--- config.mk ---
export PLATFORM = sky130hd
export DESIGN_NAME = program_loader_flat
export DESIGN_NICKNAME = d
export VERILOG_FILES = /design/src/rtl/program_loader_if.sv /design/src/rtl/program_loader.sv /design/src/flat_wrapper.sv
export SDC_FILE = /design/constraint.sdc
export NUM_CORES = 1
export LEC_CHECK = 0
export ABC_AREA = 1
export CORE_MARGIN = 5
export CORE_UTILIZATION = 50
export CTS_BUF_LIST = sky130_fd_sc_hd__clkbuf_2 sky130_fd_sc_hd__clkbuf_4 sky130_fd_sc_hd__clkbuf_8
export DETAILED_ROUTE_END_ITERATION = 7
export PLACE_DENSITY = 0.77
export SLEW_MARGIN = 0
export SYNTH_ARGS = -nofsm -noshare
export SYNTH_HDL_FRONTEND = slang
export SYNTH_SLANG_ARGS = --single-unit
--- constraint.sdc ---
create_clock -name clk -period 4.5 [get_ports clk]
set_input_delay 0.9 -clock clk [delete_from_list [all_inputs] [get_ports clk]]
set_output_delay 0.9 -clock clk [all_outputs]
set_load 0.05 [all_outputs]
--- src/rtl/program_loader_if.sv ---
`default_nettype none
// ============================================================================
//  Module      : program_loader_if
//  Description : Bundles the signals between the host-side byte link, the
//                program loader and the instruction-memory write port.
//
//                Signals:
//                  start       host -> loader   1-cycle pulse that arms a load
//                  in_valid    host -> loader   byte on in_data is valid
//                  in_data     host -> loader   stream byte
//                  in_ready    loader -> host   loader takes a byte this cycle
//                  instr_we    loader -> imem   instruction_Write_en
//                  instr_addr  loader -> imem   Write_address (word index)
//                  instr_data  loader -> imem   Write_instruction
//                  cpu_reset   loader -> cpu    processor held in reset
//                  done        loader -> host   load complete
//                  error       loader -> host   load rejected or timed out
//
//                Modports:
//                  master  host / system side
//                  slave   the loader itself
//  Revision    : 1.0  initial release
// ============================================================================
interface program_loader_if;
    logic        start;
    logic        in_valid;
    logic [7:0]  in_data;
    logic        in_ready;
    logic        instr_we;
    logic [31:0] instr_addr;
    logic [31:0] instr_data;
    logic        cpu_reset;
    logic        done;
    logic        error;

    modport master (
        output start, in_valid, in_data,
        input  in_ready, instr_we, instr_addr, instr_data, cpu_reset, done, error
    );

    modport slave (
        input  start, in_valid, in_data,
        output in_ready, instr_we, instr_addr, instr_data, cpu_reset, done, error
    );
endinterface
`default_nettype wire

--- src/rtl/program_loader.sv ---
`default_nettype none
// ============================================================================
//  Module      : program_loader
//  Description : Writer side of the instruction-memory load port. Receives a
//                byte stream (LEN_HI, LEN_LO, then 4*N bytes, MSB first per
//                word), assembles big-endian 32-bit words and writes them to
//                consecutive word addresses from 0. The processor is held in
//                reset until the complete image has been written.
//
//  Ports       : clk    clock, rising edge
//                reset  asynchronous, active-high
//                bus    program_loader_if.slave (byte stream in, memory
//                       write port, cpu_reset / done / error status out)
//
//  Parameters  : MEM_WORDS       instruction memory depth in words; a larger
//                                length field is rejected
//                TIMEOUT_CYCLES  max idle cycles between accepted bytes once
//                                a load has started
//  Revision    : 1.0  initial release
// ============================================================================
module program_loader #(
    parameter int MEM_WORDS      = 200,
    parameter int TIMEOUT_CYCLES = 1000
) (
    input  wire logic       clk,
    input  wire logic       reset,
    program_loader_if.slave bus
);

    // The idle counter only ever needs to reach TIMEOUT_CYCLES-1: that is the
    // value at which the next idle cycle raises the timeout.
    localparam int              IDLE_W    = (TIMEOUT_CYCLES > 1) ? $clog2(TIMEOUT_CYCLES) : 1;
    localparam logic [IDLE_W-1:0] IDLE_LAST = IDLE_W'(TIMEOUT_CYCLES - 1);
    localparam logic [15:0]     MAX_WORDS = 16'(MEM_WORDS);

    typedef enum logic [2:0] {
        S_IDLE   = 3'd0,
        S_LEN_HI = 3'd1,
        S_LEN_LO = 3'd2,
        S_DATA   = 3'd3,
        S_WRITE  = 3'd4,
        S_DONE   = 3'd5,
        S_ERROR  = 3'd6
    } state_t;

    state_t              state;
    state_t              state_next;

    logic [7:0]          len_hi;
    logic [15:0]         word_count;
    logic [15:0]         word_idx;
    logic [1:0]          byte_cnt;
    logic [23:0]         shift;
    logic [IDLE_W-1:0]   idle_cnt;
    logic [31:0]         addr_q;
    logic [31:0]         data_q;

    logic                ready;
    logic                accept;
    logic                timeout_hit;
    logic [15:0]         len_full;

    assign ready       = (state == S_LEN_HI) || (state == S_LEN_LO) || (state == S_DATA);
    assign accept      = bus.in_valid & ready;
    assign len_full    = {len_hi, bus.in_data};
    // Only meaningful in a cycle where no byte is accepted.
    assign timeout_hit = (idle_cnt == IDLE_LAST);

    // ------------------------------------------------------------------
    // State register
    // ------------------------------------------------------------------
    always_ff @(posedge clk or posedge reset) begin
        if (reset) begin
            state <= S_IDLE;
        end else begin
            state <= state_next;
        end
    end

    // ------------------------------------------------------------------
    // Next-state logic
    // ------------------------------------------------------------------
    always_comb begin
        state_next = state;
        case (state)
            S_IDLE, S_DONE, S_ERROR: begin
                if (bus.start) begin
                    state_next = S_LEN_HI;
                end
            end
            S_LEN_HI: begin
                // No byte of this load has been taken yet, so no timeout here.
                if (accept) begin
                    state_next = S_LEN_LO;
                end
            end
            S_LEN_LO: begin
                if (accept) begin
                    if (len_full == 16'd0) begin
                        state_next = S_DONE;
                    end else if (len_full > MAX_WORDS) begin
                        state_next = S_ERROR;
                    end else begin
                        state_next = S_DATA;
                    end
                end else if (timeout_hit) begin
                    state_next = S_ERROR;
                end
            end
            S_DATA: begin
                if (accept) begin
                    if (byte_cnt == 2'd3) begin
                        state_next = S_WRITE;
                    end
                end else if (timeout_hit) begin
                    state_next = S_ERROR;
                end
            end
            S_WRITE: begin
                if (word_idx == (word_count - 16'd1)) begin
                    state_next = S_DONE;
                end else begin
                    state_next = S_DATA;
                end
            end
            default: begin
                state_next = S_IDLE;
            end
        endcase
    end

    // ------------------------------------------------------------------
    // Datapath: length, word assembly, write port registers, idle counter
    // ------------------------------------------------------------------
    always_ff @(posedge clk or posedge reset) begin
        if (reset) begin
            len_hi     <= 8'd0;
            word_count <= 16'd0;
            word_idx   <= 16'd0;
            byte_cnt   <= 2'd0;
            shift      <= 24'd0;
            idle_cnt   <= '0;
            addr_q     <= 32'd0;
            data_q     <= 32'd0;
        end else begin
            if ((state == S_LEN_HI) && accept) begin
                len_hi <= bus.in_data;
            end

            if ((state == S_LEN_LO) && accept) begin
                word_count <= len_full;
                word_idx   <= 16'd0;
                byte_cnt   <= 2'd0;
            end

            if ((state == S_DATA) && accept) begin
                shift    <= {shift[15:0], bus.in_data};
                byte_cnt <= byte_cnt + 2'd1;
                // Capture the write port contents on the 4th byte so they are
                // stable for the whole WRITE cycle.
                if (byte_cnt == 2'd3) begin
                    data_q <= {shift, bus.in_data};
                    addr_q <= {16'd0, word_idx};
                end
            end

            if (state == S_WRITE) begin
                word_idx <= word_idx + 16'd1;
                byte_cnt <= 2'd0;
            end

            // Idle counter: cleared by any accepted byte and when a new load
            // is armed; counts only while waiting for length or data bytes.
            if (accept || ((state_next == S_LEN_HI) && (state != S_LEN_HI))) begin
                idle_cnt <= '0;
            end else if ((state == S_LEN_LO) || (state == S_DATA)) begin
                idle_cnt <= idle_cnt + IDLE_W'(1);
            end
        end
    end

    // ------------------------------------------------------------------
    // Outputs (all derived from registers)
    // ------------------------------------------------------------------
    assign bus.in_ready   = ready;
    assign bus.instr_we   = (state == S_WRITE);
    assign bus.instr_addr = addr_q;
    assign bus.instr_data = data_q;
    assign bus.cpu_reset  = (state != S_DONE);
    assign bus.done       = (state == S_DONE);
    assign bus.error      = (state == S_ERROR);

endmodule
`default_nettype wire
--- src/flat_wrapper.sv ---
// flat-port wrapper written by rule: the top's interface ports become plain ports
module program_loader_flat 
#(
    parameter int MEM_WORDS      = 200,
    parameter int TIMEOUT_CYCLES = 1000
)
  (clk, reset, bus_start, bus_in_valid, bus_in_data, bus_in_ready, bus_instr_we, bus_instr_addr, bus_instr_data, bus_cpu_reset, bus_done, bus_error);
  program_loader_if bus_i ();
  input  wire logic clk;
  input  wire logic reset;
  input wire logic [$bits(bus_i.start)-1:0] bus_start;
  input wire logic [$bits(bus_i.in_valid)-1:0] bus_in_valid;
  input wire logic [$bits(bus_i.in_data)-1:0] bus_in_data;
  output wire logic [$bits(bus_i.in_ready)-1:0] bus_in_ready;
  output wire logic [$bits(bus_i.instr_we)-1:0] bus_instr_we;
  output wire logic [$bits(bus_i.instr_addr)-1:0] bus_instr_addr;
  output wire logic [$bits(bus_i.instr_data)-1:0] bus_instr_data;
  output wire logic [$bits(bus_i.cpu_reset)-1:0] bus_cpu_reset;
  output wire logic [$bits(bus_i.done)-1:0] bus_done;
  output wire logic [$bits(bus_i.error)-1:0] bus_error;
  assign bus_i.start = bus_start;
  assign bus_i.in_valid = bus_in_valid;
  assign bus_i.in_data = bus_in_data;
  assign bus_in_ready = bus_i.in_ready;
  assign bus_instr_we = bus_i.instr_we;
  assign bus_instr_addr = bus_i.instr_addr;
  assign bus_instr_data = bus_i.instr_data;
  assign bus_cpu_reset = bus_i.cpu_reset;
  assign bus_done = bus_i.done;
  assign bus_error = bus_i.error;
  program_loader #(.MEM_WORDS(MEM_WORDS), .TIMEOUT_CYCLES(TIMEOUT_CYCLES)) u_core (.clk(clk), .reset(reset), .bus(bus_i));
endmodule
==> results.toml <==
[clocking]
cts_setup_buffers = 0
cts_tree = "built"
cts_buffers = 17
clk_latency_ns = 0.45
hold_buffers = 0
clk_path_buf_depth = 2
cts_resized = 0
root_buffer = "clkbuf_8"
clk_pin_slew_ns = 0.07
cts.sinks = 127
htree_levels = 4

[logic_synthesis]
ys.flop_type = "dfrtp_1"
synth_edf_count = 0
yosysTopAreaCell = "dfrtp_1"
yosys-top-cells-area = "dfrtp_1 51%, nand2_1 13%, o21ai_0 8.6%"
yosysSeqAreaShare_pct = 51.42
ys_types = 36
ys_seq_elements = 127
yosys_warnings = 0
synth_area_um2 = 6181
synth-async-reset-ratio_pct = 100.0
syn_inst = 770
synth_top_area_share_pct = 51.42
syn_avg_cell_area_um2 = 8.027

[final_layout]
fin_area_um2 = 7357
synthToLayoutAreaGrowth_pct = 19.03
layout_commonest_cell = "nand2_1"
drive_above_1_share_pct = 6.824
antenna_cells = 0
final_nets = 855
final_cell_mix = "217 x nand2_1, 127 x dfrtp_1, 106 x o21ai_0"

[global_routing]
met2_usage_pct = 29.49
busiest_layer = "met2"
grt_pass1_wl_mm = 22.97
grt_max_degree = 80
grt.total_usage_pct = 19.73
grt_pass1_vias = 4777
grt-ovfl-total = 0
antenna_found_initial = 0
met3_usage_pct = 5.501
gr-usage-met1_pct = 27.19

[power_and_ir_drop]
ir_drop_v = 0.0004495
powerDensity_nw_per_um2 = 702.0
p_leak_nw = 3.571

[timing]
min_period_ns = 3.092
maxSlewHeadroom_pct = 30.15
holdWs_ns = 0.4822
setup_viol = 0
finalHoldViolations = 0
fin_skew_ns = 0.01202
fmax_mhz = 323.4
slew_viol_final = 0
worst_pin_slew_ns = 1.044
rsz0062_at_grt = "no"
period_share_pct = 68.71
tns_ns = 0

[critical_path]
cp-start-kind = "flop"
r2r_start = "u_core.word_count[0]$_DFFE_PP0P_"
critPathCaptureType = "primary output"
worstPathRequired_ns = 3.60
crit_start = "u_core.state[0]$_DFF_PP0_"
crit_fanout = 7
path_class = "flop to primary output"
worstPathArrival_ns = 2.19

[floorplanning]
die_w_um = 121.2
row_count = 40
core_area_um2 = 12060
dieArea_um2 = 14690
ios = 81
die_y_um = 121.2
start_util_pct = 51.24

[run]
max_cap_viol_count = 0

[detailed_routing]
drt_iter0_markers = 388
route.detailed.drc = 0
viasPerCell = 4.922
ant_nets = 0
wl_mm = 13.42
dr.pass1.iters = 6
num_vias = 5011
wl_per_cell_um = 13.19

[run_status]
status = "completed"

[hold_path]
hp-start = "u_core.bus.instr_data[21]$_DFFE_PP0P_"
hp-class = "flop to flop"

[place]
port_buffers = 64
hpwlAfterDp_mm = 9.703
gp_congestion = 0.8884
placed_cell_area_um2 = 6954
[registers in the layout, summed over array words and instances, names as in the netlist]
| name | count |
|---|---|
| u_core.word_idx | 16 |
| u_core.shift | 24 |
| u_core.word_count | 16 |
| u_core.byte_cnt | 2 |
| u_core.state | 3 |
| u_core.bus.instr_addr | 16 |
| u_core.idle_cnt | 10 |
| u_core.bus.instr_data | 32 |
| u_core.len_hi | 8 |
[worst max-delay path: stages, from the launching register on]
cell	delay (ns)
dfrtp_1	0.42
nor2_1	0.15
nand2_1	0.21
inv_1	0.15
clkdlybuf4s50_1	0.81
[routing by layer]
| metal | part of all wire [%] | vias to the layer above |
|---|---|---|
| li1 | - | 2538 |
| met3 | 5.3 | 24 |
| met4 | 2.1 | 0 |
| met5 | 0 | - |
| met2 | 45 | 128 |
| met1 | 47 | 2321 |
[area by class of cell]
type | count | area [um^2]
clock buffers | 20 | 262.8
clock inverters | 10 | 140.1
fillers | 1067 | 4705
inverters | 95 | 359.1
multi-input cells | 529 | 2516
flip-flops and latches | 127 | 3178
well taps | 168 | 210.2
repair buffers | 69 | 690.7
[where the power goes]
group / total [W] / internal, W / switching [W] / leakage [nW]
sequential: 0.00183 / 0.00153 / 0.000294 / 1.69
combinational: 0.00234 / 0.000758 / 0.00158 / 1.68
clock: 0.000997 / 0.000567 / 0.000430 / 0.198
total: 0.00516 / 0.00286 / 0.00231 / 3.57
[synth_stat cells, drive strengths merged (2+ instances only)]
cell type	number
nand2	220
dfrtp	127
o21ai	108
inv	95
nor2	78
nand3	32
buf	18
clkbuf	16
xor2	14
mux2	8
nand4	8
a21oi	7
nor3	7
xnor2	6
ha	4
o22ai	4
nand3b	3
or2	3
o21bai	2
[logic make-up (layout without fill, tap and decap cells)]
family	Yosys count	in the layout	synth area share, %
xor+xnor	20	20	2.834
buf+inv	129	194	8.826
mux	9	9	1.619
simple gates	353	353	23.56
other cells	1	16	0.06067
compound gates	127	127	10.87
fa+ha+maj	4	4	0.8097
flops	127	127	51.42
[per-stage QoR]
| step | instances | utilization, % | total power (W) | setup WS, ns |
|---|---|---|---|---|
| floorplan | 785 | - | 0.003501 | 0.2157 |
| global placement | 988 | 57.66 | 0.004133 | 1.487 |
| detailed placement | 988 | 57.66 | 0.004173 | 1.449 |
| CTS | 1018 | 61.00 | 0.005187 | 1.355 |
| global route | 1018 | 61.00 | 0.005568 | 1.291 |
| finish | 1018 | 61.00 | 0.005164 | 1.408 |
[final timing paths]
check                                                              to  slack, ns  cells past startpoint
min in group asynchronous       u_core.bus.instr_data[28]$_DFFE_PP0P_       1.04                      2
worst max-delay path                                     bus_instr_we       1.41                      4
max in group asynchronous        u_core.bus.instr_data[4]$_DFFE_PP0P_       2.68                      3
worst max register to register         u_core.idle_cnt[6]$_DFFE_PP0P_       2.01                     15
worst min register to register  u_core.bus.instr_data[21]$_DFFE_PP0P_       0.48                      2
worst min-delay path            u_core.bus.instr_data[21]$_DFFE_PP0P_       0.48                      2
Power figures use the tool's default switching activity.
